## src/rtl/bp_fe_bp_pkg.sv

```systemverilog
// Shared types for the gshare front-end predictor: FSM states and in-flight queue entries.
package bp_fe_bp_pkg;

  // In-flight entries carry the widest supported table index; narrower tables zero-fill the top.
  localparam int bp_idx_max_width_lp = 16;

  typedef enum logic {
    INIT = 1'b0,
    RUN  = 1'b1
  } bp_state_e;

  typedef struct packed {
    logic [bp_idx_max_width_lp-1:0] idx;
    logic                           pred;
  } bp_inflight_entry_s;

endpackage

```

## src/rtl/bp_fe_bp_inflight_fifo.sv

```systemverilog
// Queue of unresolved predictions; pointers carry an extra wrap bit to tell full from empty.
module bp_fe_bp_inflight_fifo
  import bp_fe_bp_pkg::*;
#(
  parameter  int els_p    = 4,
  localparam int ptr_w_lp = $clog2(els_p)
) (
  input  logic                clk_i,
  input  logic                reset_n_i,
  input  logic                push_i,
  input  bp_inflight_entry_s  entry_i,
  input  logic                pop_i,
  input  logic                clear_i,
  output bp_inflight_entry_s  head_o,
  output logic                full_o,
  output logic                empty_o,
  output logic [ptr_w_lp-1:0] tail_o
);

  logic [ptr_w_lp:0]  head_r, tail_r, head_n, tail_n;
  bp_inflight_entry_s mem_r [els_p];

  // Clearing collapses the tail onto the (possibly just advanced) head.
  assign head_n = head_r + (ptr_w_lp+1)'(pop_i);
  assign tail_n = clear_i ? head_n : tail_r + (ptr_w_lp+1)'(push_i);

  always_ff @(posedge clk_i or negedge reset_n_i) begin
    if (!reset_n_i) begin
      head_r <= '0;
      tail_r <= '0;
    end else begin
      head_r <= head_n;
      tail_r <= tail_n;
    end
  end

  always_ff @(posedge clk_i) begin
    if (push_i && !clear_i) mem_r[tail_r[ptr_w_lp-1:0]] <= entry_i;
  end

  assign head_o  = mem_r[head_r[ptr_w_lp-1:0]];
  assign empty_o = (head_r == tail_r);
  assign full_o  = (head_r[ptr_w_lp] != tail_r[ptr_w_lp])
                && (head_r[ptr_w_lp-1:0] == tail_r[ptr_w_lp-1:0]);
  assign tail_o  = tail_r[ptr_w_lp-1:0];

endmodule

```

## src/rtl/bp_fe_bp_gshare_spec.sv

```systemverilog
// Gshare branch predictor with speculative global history and in-order resolve/recovery.
//   state | meaning
//   INIT  | sweep counter table to weakly-not-taken, one entry per cycle
//   RUN   | accept predictions and resolves
module bp_fe_bp_gshare_spec
  import bp_fe_bp_pkg::*;
#(
  parameter  int bht_idx_width_p   = 8,
  parameter  int ghist_width_p     = 8,
  parameter  int bp_cnt_sat_bits_p = 2,
  parameter  int inflight_els_p    = 4,
  localparam int tag_w_lp          = $clog2(inflight_els_p)
) (
  input  logic                       clk_i,
  input  logic                       reset_n_i,
  output logic                       ready_o,
  input  logic                       r_v_i,
  output logic                       r_ready_o,
  input  logic [bht_idx_width_p-1:0] idx_r_i,
  output logic                       predict_o,
  output logic [tag_w_lp-1:0]        tag_o,
  input  logic                       w_v_i,
  input  logic                       taken_i,
  output logic                       mispredict_o,
  input  logic                       flush_i
);

  localparam int bht_els_lp = 1 << bht_idx_width_p;
  localparam logic [bp_cnt_sat_bits_p-1:0] cnt_weak_lp =
    bp_cnt_sat_bits_p'((1 << (bp_cnt_sat_bits_p-1)) - 1);
  localparam logic [bp_cnt_sat_bits_p-1:0] cnt_max_lp = '1;

  bp_state_e                  state_r, state_n;
  logic [bht_idx_width_p-1:0] sweep_idx_r;
  logic                       run;

  always_ff @(posedge clk_i or negedge reset_n_i) begin
    if (!reset_n_i) state_r <= INIT;
    else            state_r <= state_n;
  end

  always_comb begin
    state_n = state_r;
    case (state_r)
      INIT:    if (sweep_idx_r == '1) state_n = RUN;
      RUN:     state_n = RUN;
      default: state_n = INIT;
    endcase
  end

  always_comb begin
    run     = (state_r == RUN);
    ready_o = run;
  end

  always_ff @(posedge clk_i or negedge reset_n_i) begin
    if (!reset_n_i)           sweep_idx_r <= '0;
    else if (state_r == INIT) sweep_idx_r <= sweep_idx_r + 1'b1;
  end

  logic [bp_cnt_sat_bits_p-1:0] bht_r [bht_els_lp];
  logic [ghist_width_p-1:0]     gh_spec_r, gh_commit_r, gh_commit_n;
  logic [bht_idx_width_p-1:0]   read_idx, upd_idx;
  logic [bp_cnt_sat_bits_p-1:0] upd_cnt, upd_val;
  logic                         fifo_full, fifo_empty;
  logic                         accept, resolve, mispred, recover, push;
  logic                         mispredict_r;
  logic                         unused_idx_bits;
  bp_inflight_entry_s           push_entry, head_entry;

  assign read_idx  = idx_r_i ^ bht_idx_width_p'(gh_spec_r);
  assign predict_o = run & r_v_i & (bht_r[read_idx] > cnt_weak_lp);
  assign r_ready_o = run & ~fifo_full;

  assign accept  = r_v_i & r_ready_o;
  assign resolve = run & w_v_i & ~fifo_empty;
  assign mispred = resolve & (taken_i != head_entry.pred);
  assign recover = mispred | (run & flush_i);
  // A recovery in the same cycle discards the new prediction entirely.
  assign push    = accept & ~recover;

  always_comb begin
    push_entry                           = '0;
    push_entry.idx[bht_idx_width_p-1:0]  = read_idx;
    push_entry.pred                      = predict_o;
  end

  bp_fe_bp_inflight_fifo #(.els_p(inflight_els_p)) inflight_fifo (
    .clk_i     (clk_i),
    .reset_n_i (reset_n_i),
    .push_i    (push),
    .entry_i   (push_entry),
    .pop_i     (resolve),
    .clear_i   (recover),
    .head_o    (head_entry),
    .full_o    (fifo_full),
    .empty_o   (fifo_empty),
    .tail_o    (tag_o)
  );

  assign unused_idx_bits = ^head_entry.idx;
  assign upd_idx = head_entry.idx[bht_idx_width_p-1:0];
  assign upd_cnt = bht_r[upd_idx];

  always_comb begin
    upd_val = upd_cnt;
    if (taken_i) begin
      if (upd_cnt != cnt_max_lp) upd_val = upd_cnt + 1'b1;
    end else begin
      if (upd_cnt != '0) upd_val = upd_cnt - 1'b1;
    end
  end

  always_ff @(posedge clk_i) begin
    if (state_r == INIT) bht_r[sweep_idx_r] <= cnt_weak_lp;
    else if (resolve)    bht_r[upd_idx]     <= upd_val;
  end

  assign gh_commit_n = resolve ? ghist_width_p'({gh_commit_r, taken_i}) : gh_commit_r;

  always_ff @(posedge clk_i or negedge reset_n_i) begin
    if (!reset_n_i) begin
      gh_spec_r    <= '0;
      gh_commit_r  <= '0;
      mispredict_r <= 1'b0;
    end else begin
      gh_commit_r  <= gh_commit_n;
      mispredict_r <= mispred;
      if (recover)   gh_spec_r <= gh_commit_n;
      else if (push) gh_spec_r <= ghist_width_p'({gh_spec_r, predict_o});
    end
  end

  assign mispredict_o = mispredict_r;

endmodule

```

## config.mk

```make
export PLATFORM = sky130hd
export DESIGN_NAME = bp_fe_bp_gshare_spec
export DESIGN_NICKNAME = d
export VERILOG_FILES = /design/src/rtl/bp_fe_bp_pkg.sv /design/src/rtl/bp_fe_bp_inflight_fifo.sv /design/src/rtl/bp_fe_bp_gshare_spec.sv
export SDC_FILE = /design/constraint.sdc
export NUM_CORES = 1
export LEC_CHECK = 0
export ABC_AREA = 0
export CAP_MARGIN = 30
export CORE_MARGIN = 2
export CORE_UTILIZATION = 35
export DETAILED_ROUTE_END_ITERATION = 16
export PLACE_DENSITY = 0.47
export SETUP_SLACK_MARGIN = 0.1
export SYNTH_ARGS = -nofsm -noshare
export SYNTH_HDL_FRONTEND = slang
export SYNTH_SLANG_ARGS = --single-unit
```

## constraint.sdc

```tcl
create_clock -name clk_i -period 13.12 [get_ports clk_i]
set_input_delay 1.312 -clock clk_i [delete_from_list [all_inputs] [get_ports clk_i]]
set_output_delay 1.312 -clock clk_i [all_outputs]
set_load 0.01 [all_outputs]
```

**Word-level counts from Yosys, hierarchy flattened**

Memories as Yosys holds them, arrays and structs flattened.
Index checks and enable logic that the tools add are counted.

- Bits in registers: 32
- RAM bits: 548
- Input bits: 14
- Logic and storage cells: 60
- Memories: 2

- Add/subtract/negate cells: 5
- Order comparisons: 1
- Equal/unequal tests: 6
- Muxes and demuxes: 18
- Bitwise logic cells: 15
- Reduce and logical (&&, ||, !) cells: 6

Memories:

| name | depth | bits a word | read ports | clocked after Yosys merged registers in | wr ports | RTL line | text |
|---|---|---|---|---|---|---|---|
| bht_r | 256 | 2 | 2 | 0 | 1 | bp_fe_bp_gshare_spec.sv:61 | `logic [bp_cnt_sat_bits_p-1:0] bht_r [bht_els_lp];` |
| inflight_fifo.mem_r | 4 | 9 | 1 | 0 | 1 | bp_fe_bp_inflight_fifo.sv:21 | `bp_inflight_entry_s mem_r [els_p];` |

Operators with widths:

| cell | number |
|---|---|
| 8-bit two-way mux | 4 |
| 1-bit AND | 9 |
| 8-bit by 1-bit adder with 8-bit output, second input constant | 1 |
| 8-bit equality test, second input constant | 1 |
| 1-bit two-way mux | 8 |
| 2-bit two-way mux | 4 |
| 8-bit XOR | 1 |
| 3-bit by 1-bit adder with 3-bit output | 2 |
| 1-bit NOT | 4 |
| 2-bit nonzero test | 2 |
| 3-bit equality test | 1 |
| 3-bit two-way mux | 1 |
| 2-bit by 1-bit adder with 2-bit output, second input constant | 1 |
| 2-bit equality test | 1 |
| 2-bit by 1-bit > comparator with 1-bit output, second input constant | 1 |
| 1-bit logical AND | 2 |
| 1-bit != test | 2 |
| 2-bit != test, second input constant | 1 |
| 1-bit case mux with 2 select lines | 1 |
| 2-bit OR reduction | 1 |
| 2-bit by 1-bit subtractor with 2-bit output, second input constant | 1 |
| 1-bit zero test | 1 |
| 1-bit bitwise OR | 1 |

**Longest topological paths before layout**

Gate-level depths: netlist of the first run.

- Word-level depth: 10
- Mapped depth: 14

**By module**

A second synthesis of the first run with hierarchy kept.

- Cell total of the unflattened synthesis: 1640
- Area total of the unflattened synthesis: 27157.3 µm²

Modules (own cells, without submodules):

| module | times used | cells an instance | area each (µm²) |
|---|---|---|---|
| bp_fe_bp_gshare_spec | 1 | 1525 | 24317.1 |
| bp_fe_bp_inflight_fifo | 1 | 115 | 2840.2 |

**Least setup slack after synthesis of the first run**

No wires, ideal clock.

- Path kind: register to register
- Start point: register inflight_fifo.head_r[0]
- End point: memory bht_r[0][1], data pin
- Setup time: 1.574 ns
- Arrival: 9.495 ns
- Data required time: 11.546 ns
- Setup slack: 2.051 ns
- Stages on the path, launching flop included: 15
- Buffers on the path: 5
- Period minus slack after synthesis: 11.069 ns
- Cells stage by stage: dfrtp_1 -> buf_6 -> mux4_2 -> buf_6 -> buf_6 -> buf_4 -> buf_4 -> mux2i_1 -> a22oi_1 -> nand2_1 -> a31oi_1 -> nand3_1 -> nor3_1 -> o31ai_1 -> a21oi_1

- Cells in the longest elaborated chain, start to end: 8
- Elaborated cells between the ends (all ways): 17
- Those cells by class: add/sub: 2; eq/ne: 2; mux: 7; bitwise: 2; reduce/logical: 2; memory: 2

Ends and longest elaborated chain:

| element | RTL line | text |
|---|---|---|
| from (decl) | bp_fe_bp_inflight_fifo.sv:20 | `logic [ptr_w_lp:0] head_r, tail_r, head_n, tail_n;` |
| from (signal assigned) | bp_fe_bp_inflight_fifo.sv:32 | `head_r <= head_n;` |
| parallel branches: the longest is 7 deep, another holds memory read 4 x 9 bit | n/a |  |
| 2-bit two-way mux (no source line) * | n/a |  |
| to (decl) | bp_fe_bp_gshare_spec.sv:61 |  |

Mark *: on every way between the ends.

**Worst setup path after layout of the first run**

- Start point: input idx_r_i[0]
- End point: output predict_o

- Cells in the longest elaborated chain, start to end: 4

Ends and longest elaborated chain:

| element | RTL line | text |
|---|---|---|
| from (decl) | bp_fe_bp_gshare_spec.sv:19 | `input logic [bht_idx_width_p-1:0] idx_r_i,` |
| 8-bit XOR | bp_fe_bp_gshare_spec.sv:71 | `assign read_idx = idx_r_i ^ bht_idx_width_p'(gh_spec_r);` |
| memory read 256 x 2 bit | n/a |  |
| 2-bit by 1-bit > comparator with 1-bit output | bp_fe_bp_gshare_spec.sv:72 | `assign predict_o = run & r_v_i & (bht_r[read_idx] > cnt_weak_lp);` |
| 1-bit AND | bp_fe_bp_gshare_spec.sv:72 |  |
| to (decl) | bp_fe_bp_gshare_spec.sv:20 | `output logic predict_o,` |

No other way between the ends.

==> results of run 1 <==
## sequential cells by signal, indices dropped and copies added (netlist names)
register and count:
inflight_fifo.mem_r 36, sweep_idx_r 8, gh_commit_r 8, ready_o 1
inflight_fifo.head_r 3, mispredict_o 1, gh_spec_r 8, inflight_fifo.tail_r 3
bht_r 512
## layer usage
layer  GRT usage [%]  vias to the layer above
li1                -                     6794
met1            29.4                     8469
met2            33.6                      599
met3            3.69                      117
met4            7.42                        0
met5               0                        -
## tightest hold or removal path, cell delays in order (launching register included)
cell	delay [ns]
dfrtp_1	0.32
nand2_1	0.04
nand2_1	0.07
## final cells by class
| class | instances | area, sq um | share of cell area (%) |
|---|---|---|---|
| Multi-Input combinational cell | 1020 | 8880 | 29.4 |
| Sequential cell | 580 | 17300 | 57.2 |
| Clock inverter | 39 | 357 | 1.18 |
| Clock buffer | 82 | 1800 | 5.95 |
| Tap cell | 978 | 1220 | 4.05 |
| Timing Repair Buffer | 73 | 634 | 2.10 |
| Inverter | 9 | 33.8 | 0.112 |
## kinds of logic (layout without fill, tap and decap cells)
kind of cell	Yosys count	count (layout)	synth area share, %
buffers and inverters	130	203	2.61
DFF	580	580	64.6
muxes	338	338	20.0
and+or+nand+nor	508	508	7.94
adders and majority gates	5	5	0.234
xor gates and xnor gates	21	21	0.689
AOI/OAI and AO/OA	148	148	3.94
## cells in the final DEF (no fill, tap or decap), types with 9 or more instances in the layout
| master | count |
|---|---|
| clkbuf_1 | 12 |
| dfrtp_1 | 32 |
| clkinv_1 | 17 |
| nor2b_1 | 9 |
| mux4_2 | 145 |
| nand3_1 | 25 |
| a211oi_1 | 9 |
| o21ai_0 | 17 |
| nand2_1 | 121 |
| a22oi_1 | 31 |
| buf_4 | 47 |
| a21oi_1 | 22 |
| clkbuf_16 | 70 |
| or3_1 | 9 |
| edfxtp_1 | 548 |
| mux2i_1 | 154 |
| clkinv_2 | 9 |
| a31oi_1 | 10 |
| nor2_1 | 288 |
| mux2_2 | 33 |
| clkdlybuf4s50_1 | 19 |
| nor3_1 | 12 |
## power by group
| part | leakage, nW | switching (mW) | total [mW] | internal [mW] |
|---|---|---|---|---|
| logic | 3.22 | 0.0271 | 0.0441 | 0.0170 |
| registers | 5.24 | 0 | 2.00 | 2.00 |
| clock network | 1.05 | 0.757 | 1.85 | 1.09 |
## synth_stat cells, drive strengths merged (3+ instances only)
cell type | count | share of area [%]
nor3 | 12 | 0.22
a31oi | 10 | 0.23
nand4 | 3 | 0.070
a221oi | 8 | 0.29
a211oi | 9 | 0.25
clkbuf | 63 | 0.89
nor2b | 9 | 0.21
nand3 | 25 | 0.47
and3 | 6 | 0.14
o31ai | 9 | 0.27
dfrtp | 32 | 3.0
a2111oi | 3 | 0.10
nor3b | 3 | 0.084
a32oi | 4 | 0.13
o221ai | 6 | 0.20
mux2i | 154 | 5.8
mux4 | 151 | 13
a22oi | 31 | 0.87
nand2 | 121 | 1.7
xor2 | 12 | 0.39
inv | 9 | 0.13
buf | 58 | 1.6
xnor2 | 9 | 0.30
ha | 5 | 0.23
nand3b | 4 | 0.11
edfxtp | 548 | 62
nand2b | 6 | 0.14
or3 | 9 | 0.21
mux2 | 33 | 1.4
a41oi | 3 | 0.098
a311o | 3 | 0.11
and2 | 8 | 0.19
nor4 | 8 | 0.21
nor2 | 291 | 4.1
a21oi | 24 | 0.45
o21ai | 21 | 0.39
## how the worst max path moves through the flow
| stage | start | to | slack (ns) | cells after the start |
|---|---|---|---|---|
| floorplan | inflight_fifo.head_r[0]$_DFF_PN0_ | bht_r[0][1]$_DFFE_PP_ | 2.05 | 14 |
| global placement | idx_r_i[0] | predict_o | 5.55 | 10 |
| detailed placement | idx_r_i[0] | predict_o | 5.54 | 10 |
| CTS | idx_r_i[0] | predict_o | 5.53 | 10 |
| global route | idx_r_i[0] | predict_o | 5.31 | 10 |
| finish | idx_r_i[0] | predict_o | 5.66 | 10 |
==> summary.md, run 1 <==
| Metric | Value |
|---|---|
| Slew Limit Fails | 0 |
| Status | complete, no violations |
| Main synth FF type | edfxtp_1 |
| Worst Path Max Fanout | 40 |
| Placed instance area | 28000 sq um |
| Peak VDD IR | between 0.07 and 0.08 mV |
| Avg Cell Area, Syn | about 15 sq um |
| CP bufs+invs | 4 |
| WL met1 | 35400 um |
| Placed instance count | 2659 |
| Placed wire-length estimate | 50300 um |
| Post-CTS Repair Setup Buffers | 0 |
| CTS sink cnt | 580 |
| Seq/Total Area, Yosys | 64.6% |
| ANT nets after route | 0 |
| Final WS setup | 5.66 ns |
| # fillers | 6939 |
| Initial core utilization | between 30% and 40% |
| Initial DRC count | between 1500 and 2000 |
| Worst Max-Slew Pin Slew | between 1 and 1.5 ns |
| Initial antenna violation count | 1 |
| Async S/R FF share, synth | under 10% |
| Min Tclk post-route | ~7.5 ns |
| Unrepaired setup endpoints after global routing | false |
| Synth Cell Area | 26700 sq um |
| Area growth, synth to finish | 13.0% |
| Post-layout util | 39.9% |
| Count of flip-flops with a built-in enable after synthesis | between 500 and 600 |
| Number of buffers added on ports | 19 |
| Syn Nets | 1749 |
| Cell family with most CP delay | buffers and inverters |
| Setup crit end kind | output pin |
| WL final | 82000 um |
| Critical R2R Capture | bht_r[103][0]$_DFFE_PP_ |
| Arr. time, crit path | 6.15 ns |
| Max Freq | 134 MHz |
| RePlAce Congestion | between 0.8 and 0.9 |
| Layout cells sized above 1 | around a fifth |
| Pin count of the biggest net entering global routing | ~100 |
| Max stage delay on crit path | 0.69 ns |
| Crit path launch type | primary input |
| Max_cap viols | 0 |
| WL met3 | roughly 5400 um |
| Die Wd | 280 um |
| Pre-Repair DR Iteration Count | 5 |
| Io pins | 20 |
| Ant diodes | 0 |
| DRC violations left | 0 |
| CTS buffer count | 68 |
| Finish-stage setup viols | 0 |
| Skew final | 0.0326 ns |
| Worst path slowest cell | buf_4 |
| WL met2 | 38600 um |
| Total GRT Usage | 21.2% |
| Crit-path cells | clkdlybuf4s50_1 -> xor2_4 -> buf_4 -> buf_4 -> mux4_2 -> mux2i_1 -> mux4_2 -> mux4_2 -> o31ai_2 -> clkdlybuf4s50_1 |
| CTS Buffer Depth | 3 |
| Warnings, synthesis | 0 |
| Vias in the first global route | between 15000 and 20000 |
| Crit Path Category | primary input to output pin |
| Clk Tree Root Cell | clkbuf_16 |
| Hold Path Sink | gh_commit_r[7]$_DFF_PN0_ |
| Pwr Density | 129 nW/um^2 |
| CTS tree | done |
| Final Hold Fails | 0 |
| Total number of vias | 16000 |
| Core ar. | 75700 sq um |
| Top Metal Used | met4 |
| H-tree levels | 3 |
| First-pass GRT wire length | 119000 um |
| Critical Path Most Common Cell | mux4_2 |
| Leak | 9.51 nW |
| Worst hold-check path type | register to register |
| Pre-CTS setup slack | around 5.5 ns |
| CP required | 11.81 ns |
| Clk Latency, worst-skew pair | between 0.6 and 0.7 ns |
| Reg clk slew, reported paths | 0.06 ns |
| Row cnt | 101 |
| Min Hold Slack | between 0.4 and 0.5 ns |
| Hold depth | 2 |
| Post-CTS sizing | 0 |
| Cts-stage hold buffer count | 0 |
| Drt wl/cell | just under 30 um |
| Register bit total from synthesis | 580 |
| Final TNS setup | 0 ns |
| R2r startpoint | inflight_fifo.head_r[0]$_DFF_PN0_ |
| Power Total | 3.89 mW |
| Final #Nets | 1771 |
| Die height | 280 um |
| Cell variety after synth | 63 |
| Finished Layout Cells | 2781 |
| Fin crit share | between 50% and 60% |
| Gate Count Post-Synth | between 1500 and 2000 |
| Drt via density | 5.75 |
| DIE AREA | 78500 sq um |
| Reg2Reg Setup Slack | 6.38 ns |
| Min-delay src | gh_commit_r[7]$_DFF_PN0_ |
| GRT Residual Overflow | 0 |
| Max_slew headroom | roughly a third |
| Worst R2R Path Depth | 13 |
| Finished Cell Area | just over 30000 sq um |
No activity file was read; power rests on OpenSTA's default activity.
==> run 2, diff against run 1 <==
--- a/config.mk
+++ b/config.mk
@@ -10,7 +10,7 @@
 export CORE_MARGIN = 2
 export CORE_UTILIZATION = 35
 export DETAILED_ROUTE_END_ITERATION = 16
-export PLACE_DENSITY = 0.47
+export PLACE_DENSITY = 0.49
 export SETUP_SLACK_MARGIN = 0.1
 export SYNTH_ARGS = -nofsm -noshare
 export SYNTH_HDL_FRONTEND = slang
==> constraint.sdc (replaced) <==
create_clock -name clk_i -period 6 [get_ports clk_i]
set_input_delay 0.6 -clock clk_i [delete_from_list [all_inputs] [get_ports clk_i]]
set_output_delay 0.6 -clock clk_i [all_outputs]
set_load 0.01 [all_outputs]
==> run 2 against run 1 <==
Non-clock buffer count grew 17. Via count about the same. Clock power increased by 110%. Die area unchanged. Clock skew decreased by 0.011 ns. Highest routed layer unchanged.
==> summary.md, run 2 (synthesis results as in run 1) <==
| Metric | Value |
|---|---|
| Status | complete, no violations |
| Clk Latency, worst-skew pair | 0.61 ns (about the same) |
| DIE AREA | 78500 sq um (unchanged) |
| Worst hold-check path type | primary input to async pin |
| First-pass GRT wire length | 118000 um (-0.60%) |
| CP required | 5.40 ns (-6.41 ns) |
| Number of buffers added on ports | 19 (unchanged) |
| Total GRT Usage | 21.0% (-0.18 points) |
| Pre-CTS setup slack | 0.776 ns (-4.76 ns) |
| R2r startpoint | inflight_fifo.head_r[0]$_DFF_PN0_ |
| Final TNS setup | 0 ns (unchanged) |
| Max Freq | between 150 and 200 MHz |
| Core ar. | 75700 sq um (unchanged) |
| Arr. time, crit path | 4.58 ns (-1.57 ns) |
| Die Wd | 280 um (unchanged) |
| Leak | 9.60 nW (+0.89%) |
| Ant diodes | 0 (unchanged) |
| Met2 track demand over resource | 33.1% (-0.52 points) |
| Die height | 280 um (unchanged) |
| Post-CTS sizing | 0 (unchanged) |
| Reg2Reg Setup Slack | 0.83 ns (-5.55 ns) |
| ANT nets after route | 0 (unchanged) |
| Pwr Density | 277 nW/um^2 (+110%) |
| Worst Path Max Fanout | 26 (-35%) |
| RePlAce Congestion | 0.832 (-0.63%) |
| Fin crit share | 86.4% |
| Max_slew headroom | 24.4% (-7.8 points) |
| # fillers | 6868 (-1.0%) |
| Critical Path Start | idx_r_i[1] |
| Most frequent cells in the layout | edfxtp_1, nor2_1, mux2i_1, mux4_2, nand2_1 |
| Power Total | 8.41 mW (+120%) |
| Vias in the first global route | 16300 (-0.51%) |
| Initial antenna violation count | 3 (+2) |
| Drt via density | 5.73 (-0.27%) |
| GR Layer Usage met1 | 30.0% (+0.58 points) |
| WL final | 81500 um (-0.57%) |
| Critical R2R Capture | bht_r[198][1]$_DFFE_PP_ |
| Crit Path Category | primary input to output pin |
| Setup crit end kind | output pin |
| Clk Tree Root Cell | clkbuf_16 |
| Finish-stage setup viols | 0 (unchanged) |
| Max reg flops | 512 (unchanged) |
| Placed instance area | 28300 sq um (+0.90%) |
| Cts-stage hold buffer count | 0 (unchanged) |
| Total number of vias | 16000 (+0.013%) |
| Min Tclk post-route | 5.18 ns |
| M3 GR Usage | 3.46% (-0.23 points) |
| Reg clk slew, reported paths | 0.05 ns (about the same) |
| Pin count of the biggest net entering global routing | 148 (+47%) |
| Drt wl/cell | 29.2 um (-0.86%) |
| Slew Limit Fails | 0 (unchanged) |
| Post-CTS Repair Setup Buffers | 0 (unchanged) |
| Skew final | 0.0216 ns (-0.0110 ns) |
| CTS sink cnt | 580 (unchanged) |
| Final WS setup | 0.817 ns (-4.84 ns) |
| Worst R2R Path Depth | 10 (-3) |
| H-tree levels | 3 (unchanged) |
| Io pins | 20 (unchanged) |
| Max_cap viols | 0 (unchanged) |
| Finished Cell Area | 30300 sq um (+0.53%) |
| Layout cells sized above 1 | 19.5% (+0.36 points) |
| Most common cell after layout, fill and taps aside | edfxtp_1 |
| Row cnt | 101 (unchanged) |
| Initial DRC count | 1683 (-0.36%) |
| Most crowded layer after global routing | met2 |
| Final Hold Fails | 0 (unchanged) |
| Initial core utilization | 35.3% (unchanged) |
| Pre-Repair DR Iteration Count | 5 (unchanged) |
| Peak VDD IR | 0.173 mV (+150%) |
| Critical Path Sink | predict_o |
| Placed wire-length estimate | 51600 um (+2.6%) |
| GRT Residual Overflow | 0 (unchanged) |
| Worst Max-Slew Pin Slew | 1.13 ns (+0.107 ns) |
| CTS buffer count | 67 (-1.5%) |
| Area growth, synth to finish | 13.6% |
| Biggest register | bht_r |
| CTS tree | done |
| Crit path launch type | primary input |
| Unrepaired setup endpoints after global routing | false |
| CTS Buffer Depth | 3 (unchanged) |
| DRC violations left | 0 (unchanged) |
| Final #Nets | 1787 (+0.90%) |
==> run 2: cell types whose count changed in the layout (fill, tap and decap cells not counted), moves of 4 or more <==
| cell | change |
|---|---|
| clkinv_1 | -5 |
| buf_12 | +10 |
| buf_4 | +10 |
| clkinv_2 | -4 |
==> run 2: critical path, cell delays in order <==
cell and delay (ns):
clkdlybuf4s50_1 0.55, xor2_4 0.48, buf_12 0.32, mux4_2 0.25
mux2i_1 0.12, mux4_2 0.58, mux4_2 0.55, o31ai_2 0.45
clkdlybuf4s50_1 0.65
==> run 2: cell type report <==
cell class	count	area [sq um]	area share [%]
multi-input cells	1020	8860	29.2
flip-flops and latches	580	17300	56.9
repair buffers	90	898	2.96
clock inverters	25	221	0.730
well taps	978	1220	4.03
inverters	9	33.8	0.111
clock buffers	87	1850	6.09
==> run 2: where the power goes <==
part	switching, mW	leakage [nW]	internal (mW)	total (mW)
Combinational	0.0612	3.35	0.0410	0.102
Clock	1.61	1.00	2.33	3.94
Sequential	0	5.24	4.37	4.37
Total	1.67	9.60	6.73	8.41
==> run 2: routing by layer <==
layer  part of all wire (%)  vias to the layer above
met5                      0                        -
met3                    6.6                      119
met4                    2.4                        0
met1                     45                     8437
li1                       -                     6820
met2                     46                      605
==> run 2: how the worst min path moves through the flow <==
| stage | startpoint | end | slack [ns] | cells past startpoint |
|---|---|---|---|---|
| 2_1_floorplan | reset_n_i | gh_commit_r[0]$_DFF_PN0_ | 0.30 | 0 |
| 3_3_place_gp | gh_commit_r[1]$_DFF_PN0_ | gh_commit_r[2]$_DFF_PN0_ | 0.48 | 2 |
| 3_5_place_dp | gh_commit_r[3]$_DFF_PN0_ | gh_commit_r[4]$_DFF_PN0_ | 0.48 | 2 |
| 4_1_cts | reset_n_i | sweep_idx_r[5]$_DFFE_PN0N_ | 0.40 | 2 |
| 5_1_grt | reset_n_i | mispredict_o$_DFF_PN0_ | 0.46 | 2 |
| 6_report | reset_n_i | inflight_fifo.head_r[2]$_DFF_PN0_ | 0.40 | 2 |
==> run 2: per-stage QoR <==
stage               util [%]  cells  hold WS [ns]
CTS                     40.1   2789         0.403
finish                  40.1   2789         0.405
floorplan                  -   1730         0.304
global route            40.1   2789         0.458
detailed placement      37.3   2677         0.478
global placement        37.3   2673         0.479
==> run 3, diff against run 2 <==
==> constraint.sdc (replaced) <==
create_clock -name clk_i -period 4.5 [get_ports clk_i]
set_input_delay 0.45 -clock clk_i [delete_from_list [all_inputs] [get_ports clk_i]]
set_output_delay 0.45 -clock clk_i [all_outputs]
set_load 0.01 [all_outputs]
==> run 3 against run 2 <==
Sequential cell count unchanged. Global-route usage up 1.3 points. Register-to-register slack worse by 0.74 ns. First-iteration DRC count down 1.9%. Clock power up 41%. Combinational power up 49%. Clock skew up 0.0022 ns. Sequential share of layout area down 3.4 points. Routed wire length up 8.7%. Design area up 6.5%. Critical path depth up 9. Worst hold slack worse by 0.14 ns. Critical path type is now register to register. Largest power group unchanged.
==> summary.md, run 3 (synthesis results as in run 1) <==
| Metric | Value |
|---|---|
| Switching part of the total | 19.6% (-0.32 points) |
| Row cnt | 101 (unchanged) |
| Placed instance count | 2779 (+3.8%) |
| GRT Residual Overflow | 0 (unchanged) |
| Final #Nets | 1917 (+7.3%) |
| CTS tree | done |
| Min Hold Slack | 0.260 ns (-0.144 ns) |
| Clk Latency, worst-skew pair | 0.61 ns (about the same) |
| Total number of vias | 16700 (+4.5%) |
| Finished Cell Area | 32300 sq um (+6.5%) |
| Most common cell after layout, fill and taps aside | edfxtp_1 |
| Placed wire-length estimate | 56700 um (+9.9%) |
| Reg2Reg Setup Slack | 0.09 ns (-0.74 ns) |
| Worst Path Max Fanout | 21 (-19%) |
| Combinational Power Share | 1.3% (about the same) |
| Die height | 280 um (unchanged) |
| Max Freq | 227 MHz |
| Finished Layout Cells | 2928 (+5.0%) |
| Biggest register | bht_r |
| Initial antenna violation count | 0 (-3) |
| Pin count of the biggest net entering global routing | 76 (-49%) |
| Unrepaired setup endpoints after global routing | true |
| Drt wl/cell | 30.2 um (+3.5%) |
| Core ar. | 75700 sq um (unchanged) |
| Crit path launch type | register |
| Area growth, synth to finish | 21.0% |
| Power Total | 11.5 mW (+37%) |
| Skew final | 0.0239 ns (+0.00225 ns) |
| DRC violations left | 0 (unchanged) |
| CP required | 4.83 ns (-0.57 ns) |
| DIE AREA | 78500 sq um (unchanged) |
| Internal power | 9.26 mW (+37%) |
| Drt via density | 5.70 (-0.47%) |
| Setup crit end kind | register |
| Fin crit share | 98.0% |
| Leak | 10.6 nW (+10%) |
| CTS Buffer Depth | 3 (unchanged) |
| Ant diodes | 0 (unchanged) |
| Number of buffers added on ports | 19 (unchanged) |
| Critical Path Most Common Cell | buf_4 |
| Min Tclk post-route | approximately 4.4 ns |
| Layout cells sized above 1 | 27.1% (+7.6 points) |
| Pre-Repair DR Iteration Count | 5 (unchanged) |
| Arr. time, crit path | 4.74 ns (+0.16 ns) |
| Max_cap viols | 0 (unchanged) |
| Vias in the first global route | 16900 (+3.7%) |
| Initial core utilization | 35.3% (unchanged) |
| Placed instance area | 29300 sq um (+3.5%) |
| Worst path slowest cell | mux4_4 |
| Psw | 2.25 mW (+35%) |
| Total GRT Usage | 22.3% (+1.3 points) |
| Final Hold Fails | 0 (unchanged) |
| H-tree levels | 3 (unchanged) |
| WL final | 88600 um (+8.7%) |
| Critical R2R Capture | bht_r[196][0]$_DFFE_PP_ |
| Worst Max-Slew Pin Slew | 1.02 ns (-0.106 ns) |
| Max_slew headroom | 31.5% (+7.2 points) |
| Most frequent cells in the layout | edfxtp_1, nor2_1, mux2i_1, mux4_2, buf_4 |
| Reg clk slew, reported paths | 0.06 ns (about the same) |
| CTS sink cnt | 580 (unchanged) |
| Crit-path cells | mux4_4 -> buf_12 -> buf_4 -> buf_12 -> nor2b_2 -> buf_4 -> a221oi_2 -> a21oi_1 -> o221ai_1 -> a32oi_1 -> buf_4 -> a41o_1 -> nor4_4 -> buf_4 -> a21oi_4 -> buf_4 -> buf_12 -> buf_16 |
| Initial DRC count | 1651 (-1.9%) |
| Max reg flops | 512 (unchanged) |
| Status | complete, no violations |
| Pwr Density | 356 nW/um^2 (+29%) |
| R2r startpoint | inflight_fifo.head_r[0]$_DFF_PN0_ |
| First-pass GRT wire length | 124000 um (+4.8%) |
| Die Wd | 280 um (unchanged) |
| Worst hold-check path type | primary input to async pin |
| Clk Tree Root Cell | clkbuf_16 |
| Clock power frac | 48.1% (+1.3 points) |
| RePlAce Congestion | 0.892 (+7.2%) |
| Crit Path Category | register to register |
| Finish-stage setup viols | 0 (unchanged) |
| Worst R2R Path Depth | 18 (+8) |
| ANT nets after route | 0 (unchanged) |
| Post-layout util | 42.7% (+2.6 points) |
| Peak VDD IR | 0.232 mV (+34%) |
| Slew Limit Fails | 0 (unchanged) |
| CTS buffer count | 66 (-1.5%) |
| Reg power frac | 50.6% (-1.3 points) |
| Io pins | 20 (unchanged) |
| Max stage delay on crit path | 0.71 ns (+0.06 ns) |
| Cts-stage hold buffer count | 0 (unchanged) |
run 3: cell types whose count changed in the layout (fill, tap and decap cells not counted), sizes merged:
cell,delta
buf,+122
clkbuf,+11
bufinv,+4
clkinv,+4
clkinvlp,-3
clkdlybuf4s50,-1
dlygate4sd2,+1
mux4,+1
run 3: worst max-delay path, delay by kind of cell (launching register included):
kind | cells | cell delay [ns]
buffers and inverters | 9 | 1.56
muxes | 1 | 0.71
DFF | 1 | 0.41
and+or+nand+nor | 2 | 0.51
AOI/OAI and AO/OA | 6 | 0.93
run 3: worst max path at each step:
stage	endpoint	slack, ns	from
3_5_place_dp	bht_r[70][1]$_DFFE_PP_	-0.16	inflight_fifo.head_r[0]$_DFF_PN0_
3_3_place_gp	bht_r[78][1]$_DFFE_PP_	-0.07	inflight_fifo.head_r[0]$_DFF_PN0_
5_1_grt	bht_r[195][0]$_DFFE_PP_	0.04	inflight_fifo.head_r[0]$_DFF_PN0_
2_1_floorplan	bht_r[0][1]$_DFFE_PP_	-1.17	inflight_fifo.head_r[0]$_DFF_PN0_
4_1_cts	bht_r[154][1]$_DFFE_PP_	0.10	inflight_fifo.head_r[0]$_DFF_PN0_
6_report	bht_r[196][0]$_DFFE_PP_	0.09	inflight_fifo.head_r[0]$_DFF_PN0_
run 3: per-layer routing:
metal  vias up  track usage, %  wire (um)
li1       7098               -          -
met2       706            36.7      42800
met1      8749            29.5      36600
met5         -               0          0
met3       145            3.98       6020
met4         0            8.38       3170
run 3: power groups by stage:
| stage | clock (mW) | sequential, mW | combinational (mW) |
|---|---|---|---|
| global placement | 0 | 5.93 | 0.153 |
| detailed placement | 0 | 5.93 | 0.154 |
| floorplan | 0 | 5.93 | 0.0738 |
| finish | 5.54 | 5.82 | 0.152 |
| global route | 5.84 | 5.82 | 0.160 |
| CTS | 5.63 | 5.82 | 0.154 |
run 3: repair_timing:
| item | 4_1_cts | 5_1_grt |
|---|---|---|
| gates cloned | 3 | 13 |
| resized for setup | 17 | 48 |
| pin swaps | 3 | 16 |
| endpoints found under the setup margin | 512 | 508 |
| buffers inserted | 10 | 3 |
run 3: layout make-up:
cell class / instances / area [sq um]
Clock buffer: 90 / 1870
Clock inverter: 30 / 347
Tap cell: 978 / 1220
Multi-Input combinational cell: 1021 / 9100
Sequential cell: 580 / 17300
Fill cell: 6759 / 43400
Inverter: 9 / 33.8
Timing Repair Buffer: 220 / 2460
run 3: per-stage QoR:
step                      TNS (ns)  setup slack, ns
final                            0           0.0895
after global routing             0           0.0374
after CTS                        0            0.103
after detailed placement    -46.49           -0.160
after global placement      -12.26          -0.0722
after floorplan            -594.70            -1.17
